### src/rtl/prog_counter_pkg.sv
// Shared mode/state types for prog_counter and its ONESHOT sequencer.
// Encodings match the 2-bit mode port; the reserved code decodes to WRAP.
package prog_counter_pkg;

  localparam logic [1:0] MODE_ENC_WRAP     = 2'b00;
  localparam logic [1:0] MODE_ENC_SATURATE = 2'b01;
  localparam logic [1:0] MODE_ENC_ONESHOT  = 2'b10;

  typedef enum logic [1:0] {
    MODE_WRAP     = 2'b00,
    MODE_SATURATE = 2'b01,
    MODE_ONESHOT  = 2'b10
  } mode_e;

  typedef enum logic [1:0] {
    ST_IDLE = 2'b00,
    ST_RUN  = 2'b01,
    ST_DONE = 2'b10
  } os_state_e;

  function automatic mode_e decode_mode(input logic [1:0] enc);
    case (enc)
      MODE_ENC_WRAP:     return MODE_WRAP;
      MODE_ENC_SATURATE: return MODE_SATURATE;
      MODE_ENC_ONESHOT:  return MODE_ONESHOT;
      default:           return MODE_WRAP;
    endcase
  endfunction

endpackage

### src/rtl/prog_counter_oneshot_fsm.sv
// ONESHOT run sequencer (IDLE -> RUN -> DONE -> IDLE); state registered, arm/finish are same-cycle strobes.
// No backpressure: clear, load and leaving ONESHOT mode always win over the run.
module prog_counter_oneshot_fsm
  import prog_counter_pkg::*;
(
  input  logic clk_25m,
  input  logic reset,
  input  logic oneshot_en,
  input  logic clear,
  input  logic load,
  input  logic start,
  input  logic enable,
  input  logic at_term,
  output logic busy,
  output logic arm,
  output logic finish
);

  os_state_e state;
  os_state_e state_nxt;

  always_ff @(posedge clk_25m or posedge reset) begin
    if (reset) begin
      state <= ST_IDLE;
    end else begin
      state <= state_nxt;
    end
  end

  // clear and load outrank the run, so a load never starts or finishes one
  always_comb begin
    state_nxt = state;
    if (!oneshot_en || clear) begin
      state_nxt = ST_IDLE;
    end else begin
      case (state)
        ST_IDLE: if (start && !load) state_nxt = ST_RUN;
        ST_RUN:  if (!load && enable && at_term) state_nxt = ST_DONE;
        ST_DONE: state_nxt = ST_IDLE;
        default: state_nxt = ST_IDLE;
      endcase
    end
  end

  always_comb begin
    busy   = (state == ST_RUN);
    arm    = 1'b0;
    finish = 1'b0;
    if (oneshot_en && !clear && !load) begin
      arm    = (state == ST_IDLE) && start;
      finish = (state == ST_RUN) && enable && at_term;
    end
  end

endmodule

### src/rtl/prog_counter.sv
// Programmable up/down counter with WRAP/SATURATE/ONESHOT modes; 1-cycle registered count, no backpressure.
// Optional match compare port pair is built only with PROG_COUNTER_MATCH_EN defined.
module prog_counter
  import prog_counter_pkg::*;
#(
  parameter int WIDTH     = 10,
  parameter int RESET_MAX = 799
) (
  input  logic             clk_25m,
  input  logic             reset,
  input  logic             enable,
  input  logic             clear,
  input  logic             load,
  input  logic [WIDTH-1:0] load_value,
  input  logic [WIDTH-1:0] max_value,
  input  logic             dir,
  input  logic [1:0]       mode,
  input  logic             start,
`ifdef PROG_COUNTER_MATCH_EN
  input  logic [WIDTH-1:0] match_value,
  output logic             match_pulse,
`endif
  output logic [WIDTH-1:0] count,
  output logic             counter_tick,
  output logic             wrap_pulse,
  output logic             busy
);

  localparam logic [WIDTH-1:0] ONE = WIDTH'(1);

  logic [WIDTH-1:0] max_q;
  logic [WIDTH-1:0] start_pos;
  logic [WIDTH-1:0] load_clamped;
  logic [WIDTH-1:0] step_val;
  logic [WIDTH-1:0] count_nxt;
  logic             at_term;
  logic             wrap_evt;
  logic             oneshot_en;
  logic             os_arm;
  logic             os_finish;
  mode_e            mode_d;

  assign mode_d     = decode_mode(mode);
  assign oneshot_en = (mode_d == MODE_ONESHOT);

  // Up terminal uses >= so a lowered max_value is caught immediately
  always_comb begin
    at_term      = dir ? (count == '0) : (count >= max_q);
    start_pos    = dir ? max_q : '0;
    load_clamped = (load_value > max_q) ? max_q : load_value;
    if (dir) begin
      step_val = (count > max_q) ? max_q : (count - ONE);
    end else begin
      step_val = count + ONE;
    end
  end

  assign counter_tick = at_term;

  prog_counter_oneshot_fsm u_oneshot_fsm (
    .clk_25m    (clk_25m),
    .reset      (reset),
    .oneshot_en (oneshot_en),
    .clear      (clear),
    .load       (load),
    .start      (start),
    .enable     (enable),
    .at_term    (at_term),
    .busy       (busy),
    .arm        (os_arm),
    .finish     (os_finish)
  );

  always_comb begin
    count_nxt = count;
    wrap_evt  = 1'b0;
    if (clear) begin
      count_nxt = start_pos;
    end else if (load) begin
      count_nxt = load_clamped;
    end else if (oneshot_en) begin
      // a finishing step holds at terminal
      if (os_arm) begin
        count_nxt = start_pos;
      end else if (busy && enable && !at_term) begin
        count_nxt = step_val;
      end
    end else if (enable) begin
      if (!at_term) begin
        count_nxt = step_val;
      end else if (mode_d == MODE_WRAP) begin
        count_nxt = start_pos;
        wrap_evt  = 1'b1;
      end
    end
  end

  always_ff @(posedge clk_25m or posedge reset) begin
    if (reset) begin
      count      <= '0;
      wrap_pulse <= 1'b0;
      max_q      <= WIDTH'(RESET_MAX);
    end else begin
      count      <= count_nxt;
      wrap_pulse <= wrap_evt | os_finish;
      max_q      <= max_value;
    end
  end

`ifdef PROG_COUNTER_MATCH_EN
  always_ff @(posedge clk_25m or posedge reset) begin
    if (reset) begin
      match_pulse <= 1'b0;
    end else begin
      match_pulse <= enable && (count == match_value);
    end
  end
`endif

endmodule

### config.mk
export PLATFORM = sky130hd
export DESIGN_NAME = prog_counter
export DESIGN_NICKNAME = d
export VERILOG_FILES = /design/src/rtl/prog_counter_pkg.sv /design/src/rtl/prog_counter_oneshot_fsm.sv /design/src/rtl/prog_counter.sv
export SDC_FILE = /design/constraint.sdc
export NUM_CORES = 1
export LEC_CHECK = 0
export BUFFER_PORTS_ARGS = -buffer_cell sky130_fd_sc_hd__buf_2
export CAP_MARGIN = 15
export CORE_MARGIN = 2
export CORE_UTILIZATION = 43
export DETAILED_ROUTE_END_ITERATION = 10
export GPL_TIMING_DRIVEN = 1
export RECOVER_POWER = 25
export SYNTH_ARGS = -nofsm -noshare
export SYNTH_HDL_FRONTEND = slang
export SYNTH_SLANG_ARGS = --single-unit
### constraint.sdc
create_clock -name clk_25m -period 4.85 [get_ports clk_25m]
set_input_delay 0.2425 -clock clk_25m [delete_from_list [all_inputs] [get_ports clk_25m]]
set_output_delay 0.2425 -clock clk_25m [all_outputs]
set_load 0.05 [all_outputs]
; Word-level counts from Yosys, hierarchy flattened
; Index checks and enable logic that the tools add are counted.
[totals]
in_bits = 29
regBits = 23
out_inout_bits = 13
wordCells = 64
[classes]
bitwise = 1
n_eq_ne = 8
n_addsub = 2
magnitude_cmp = 3
muxes = 26
reduce_logical = 20
[op_table]
columns = operator, n
row1 = 10-bit two-way mux, 12
row2 = 10-bit greater-than comparator, 2
row3 = "10-bit by 1-bit adder with 10-bit output, second input constant", 1
row4 = 10-bit greater-or-equal comparator, 1
row5 = 10-bit zero test, 1
row6 = "10-bit by 1-bit subtractor with 10-bit output, second input constant", 1
row7 = 1-bit logical AND, 9
row8 = 1-bit two-way mux, 9
row9 = 2-bit one-hot mux with 2 select lines, 2
row10 = 2-bit two-way mux, 3
row11 = "3-bit by 1-bit inequality test with 1-bit output, second input constant", 2
row12 = "5-bit by 3-bit inequality test with 1-bit output, second input constant", 1
row13 = "5-bit inequality test, second input constant", 1
row14 = "2-bit by 1-bit equality test with 1-bit output, second input constant", 2
row15 = "2-bit equality test, second input constant", 2
row16 = 1-bit zero test, 4
row17 = 2-bit zero test, 2
row18 = 4-bit nonzero test, 1
row19 = 3-bit AND reduction, 1
row20 = 2-bit AND reduction, 1
row21 = 1-bit logical OR, 1
row22 = 1-bit bitwise OR, 1

; Depth between registers and ports, before layout
[depth]
depth_word = 10
ltp_mapped = 12
mapped_depth_nobuf = 10

; Hierarchy
; A second synthesis with hierarchy kept.
[unflattened]
cells_unflattened = 297
area_unflattened_um2 = 2462.4
[modules_own_cells]
columns = module, n_inst, cells_each, seq_area_each_um2, area_per_inst_um2
row1 = prog_counter, 1, 284, 534.3, 2322.2
row2 = prog_counter_oneshot_fsm, 1, 13, 50.0, 140.1

; Worst setup path after synthesis
; Ideal clock, no wire load.
[synth_path]
kind = register to register
from = register count[0]
to = register count[8]
setup_slack_ns = 1.673
setup_time_ns = 0.125
synth_period_minus_slack_ns = 3.177
stages_incl_launch_ff = 11
arrival_ns = 3.052
path_buffers = 1
t_required_ns = 4.725
cell_sequence = dfrtp_1 -> inv_1 -> ha_1 -> or4b_4 -> nor3_1 -> nand2_1 -> o21ai_2 -> nor2_1 -> a211o_1 -> buf_6 -> mux2_4
[synth_via]
elab_cells_between_ends = 20
cone_classes = 2 x add/sub / 2 x order compare / 2 x eq/ne / 10 x mux / 4 x reduce/logical
[synth_lines]
columns = element, line_no
row1 = "start, declared", prog_counter.sv:23  ; output logic [WIDTH-1:0] count,
row2 = "start signal, assigned", prog_counter.sv:104  ; count <= count_nxt;
row3 = 10-bit greater-or-equal comparator or 10-bit zero test (tied branches), prog_counter.sv:48  ; at_term = dir ? (count == '0) : (count >= max_q);
row4 = 1-bit two-way mux *, prog_counter.sv:48
row5 = named net counter_tick, prog_counter.sv:24  ; output logic counter_tick,
row6 = 10-bit two-way mux, prog_counter.sv:89  ; if (!at_term) begin
row7 = 10-bit two-way mux, prog_counter.sv:88  ; end else if (enable) begin
row8 = 10-bit two-way mux, prog_counter.sv:81  ; end else if (oneshot_en) begin
row9 = 10-bit two-way mux, prog_counter.sv:79  ; end else if (load) begin
row10 = 10-bit two-way mux, prog_counter.sv:77  ; if (clear) begin
; The timed path passes the listed nets; every way through them passes the cells marked *. The select of a mux whose other input is x is not followed.
; A chain may end at the register's enable or synchronous reset.

; Final worst setup path
[layout_path]
from = register count[5]
to = register count[6]
[layout_via]
elab_chain_len = 8
elab_cells_between_ends = 20
cone_classes = 2 x add/sub / 2 x order compare / 2 x eq/ne / 10 x mux / 4 x reduce/logical
[layout_rtl]
columns = element, line_no
row1 = 10-bit by 1-bit subtractor with 10-bit output or 10-bit greater-than comparator (tied branches), prog_counter.sv:52  ; step_val = (count > max_q) ? max_q : (count - ONE);
row2 = 10-bit two-way mux, prog_counter.sv:52
row3 = 10-bit two-way mux, prog_counter.sv:51  ; if (dir) begin
row4 = "10-bit two-way mux, on equally long branches", "prog_counter.sv:89, prog_counter.sv:85"
row5 = "10-bit two-way mux, on equally long branches", "prog_counter.sv:88, prog_counter.sv:83"
row6 = 10-bit two-way mux, prog_counter.sv:81
row7 = 10-bit two-way mux, prog_counter.sv:79
row8 = 10-bit two-way mux, prog_counter.sv:77
; Several ways; a longest one is shown, not always the timed one. The select of a mux whose other input is x is not followed.

==> out/qor.txt <==
Worst-Margin Slew: 980.4 ps
Placed Area: 0.002739 mm^2
Port bufs: 41
Synth warn: 0
Slowest-stage cell, CP: a2111oi_2
Status: finished clean
Area of the multi-input gates: 0.001762 mm^2
First-pass GRT wire length: 13,250 um
Worst-path fanout max: 18
Post-synth top area share: 15.73%
Core ar.: 0.005816 mm^2
Synthesized flop and latch total: 23
DRC viols: 0
Routed length per instance: 19.49 um
Crit path launch type: flip-flop
Final Cycle Share: 75.01%
Antenna cells: 0
Drt pass-1 iters: 6
Final setup viols: 0
Die Ht: 80.93 um
TritonCTS Sinks: 23
FILL cells: 597
Initial antenna violation count: 0
FMAX: 274.9 MHz
Total GRT Usage: 26.73%
Min Hold Slack: 42.97 ps
Inserted Clock Buffers: 3
DRT antenna net count: 0
Post-CTS Hold Fix Bufs: 0
Synth area leader: dfrtp_1
Pwr Density: 288.1 mW/mm^2
Cell mode on critical path: o21ai_0
Synth-to-layout area growth: 9.439%
Setup crit end kind: flip-flop
Main synth FF type: dfrtp_1
Initial Util: 43.76%
Resize count post-CTS: 0
FF+latch area: 584.3 um^2
Count of cell types in the netlist: 61
Count of pins over their slew limit: 0
Asr flop ratio synth: 100.0%
Post-Syn Area: 0.002545 mm^2
Worst path top cell family by delay: compound AO/OA/AOI/OAI gates
Clock-pin slew on the worst setup and hold paths: 100 ps
Clock Tree Root: clkbuf_8
Fin crit period: 3638 ps
Vias in the first global route: 2,471
RSZ-0062 raised after global routing: no
Via Count: 2,704
Synth area leaders: dfrtp_1 16%, ha_1 11%, dfstp_2 7.2%
MaxCap Viol Count: 0
Syn Inst Count: 326
Largest net degree at the start of global routing: 47
Post-CTS setup buffer count: 0
Chip width: 80.93 um
Total power: 0.8023 mW
Crit path buffers/inverters: 0
Layout Cells excl Fill: 426
Post-synth net total: 378
Worst vdd ir: 0.1321 mV
Post-synth EDFFs: 0
Top Ports: 42
Vias/cell: 6.347
Share of layout cells above drive strength 1: 19.09%
Leakage: 1.237 nW
Sequential-to-total area share from yosys stat: 22.96%
Die Area: 0.006550 mm^2
Synth cell count leaders: 37 x nor2_1, 28 x nand2_1, 23 x ha_1, 21 x inv_1, 17 x a21oi_1
Clk Latency, worst-skew pair: 280 ps
Setup_tns: 0 ps
Post-Syn Area per Cell: 7.807 um^2
Placed Cells incl. Taps: 422
Routability cong.: 1.050
Post-DP HPWL: 6349 um
Slew margin rel.: 34.57%
CTS tree: yes
Worst Hold Class: in -> reg
H-tree depth: 1
CP Class: reg -> reg
Nets: 404
Detailed Route WL: 8304 um
Max incr delay on CP: 890 ps
Final Hold Fails: 0
Gr ovfl total: 0
Top-count cell post-synth: nor2_1
Cell area after layout: 0.002785 mm^2
Drt first-iter violations: 415
Required @ worst endpoint: 5030 ps
Layout Skew: 14.21 ps
Row count: 28
Worst-path cell chain: ha_1 > a21oi_1 > o21ai_0 > a2111oi_2 > o21ai_2 > nor2_1 > a211o_1 > o21ai_0 > o32a_1
Arr. time, crit path: 3810 ps
Worst-case clock buffer depth: 2
[kinds of logic (layout without fill, tap and decap cells)]
group                      count (synthesis)  in the layout  synth area share [%]
AOI/OAI and AO/OA                         95             95                 26.30
and+or+nand+nor                          123            123                 24.19
buffers and inverters                     43             68                 7.817
adders and majority gates                 23             23                 11.31
muxes                                      8              8                 3.638
DFF                                       23             23                 22.96
xor gates and xnor gates                  11             11                 3.786
[layer usage]
layer,wire [um],GRT usage (%),vias to the layer above
li1,-,-,1257
met1,3521,38.22,1254
met2,3848,42.98,165
met3,743,3.222,28
met4,191,6.271,0
met5,0,0,-
[state kept, by name, indices dropped and copies added (netlist names)]
register / count
u_oneshot_fsm.state: 2
count: 10
max_q: 10
wrap_pulse: 1
[power breakdown]
| part | total [mW] | leakage (nW) | switching (mW) | internal [mW] |
|---|---|---|---|---|
| clock | 0.132 | 0.0255 | 0.0742 | 0.0578 |
| sequential | 0.267 | 0.273 | 0.0546 | 0.213 |
| combinational | 0.403 | 0.939 | 0.259 | 0.144 |
| total | 0.802 | 1.24 | 0.388 | 0.414 |
[path summary, 6_finish.rpt]
path,slack (ps),startpoint,cells past startpoint,end
max,1210,count[5],9,count[6]
min in group asynchronous,160,reset,2,max_q[6]
max in group asynchronous,4070,reset,2,count[1]
min reg2reg,580,max_q[1],2,count[1]
max reg2reg,1210,count[5],9,count[6]
min,40,max_value[8],1,max_q[8]
[stage by stage]
| step | setup WS, ps | utilization [%] |
|---|---|---|
| after floorplan | 1673 | - |
| after global placement | 1521 | 47.10 |
| after detailed placement | 1372 | 47.10 |
| after CTS | 1348 | 47.89 |
| after global routing | 1072 | 47.89 |
| final | 1212 | 47.89 |
[cell type report]
cell class                 count  share of cell area [%]
timing repair buffer          43                   7.907
inverter                      21                   2.830
clock buffer                   3                   1.482
clock inverter                 1                  0.1797
tap                           75                   3.369
sequential                    23                   20.98
multi-input combinational    260                   63.25
[placed cells by master (no fill, tap or decap), types with 4 or more instances in the layout]
cell,n
xnor2_1,8
nand2b_1,4
or3_1,4
a21oi_1,17
nand2_1,28
o221ai_1,4
nor2_1,37
a31oi_1,7
buf_2,41
dfrtp_1,16
nand4_1,5
ha_1,23
dfstp_2,7
mux2i_1,4
nand3_1,12
a311oi_1,5
and3_1,5
a22oi_1,5
a21o_1,5
a211oi_1,7
inv_1,21
nor3_1,15
o21ai_0,14
No activity file was read; power rests on OpenSTA's default activity.
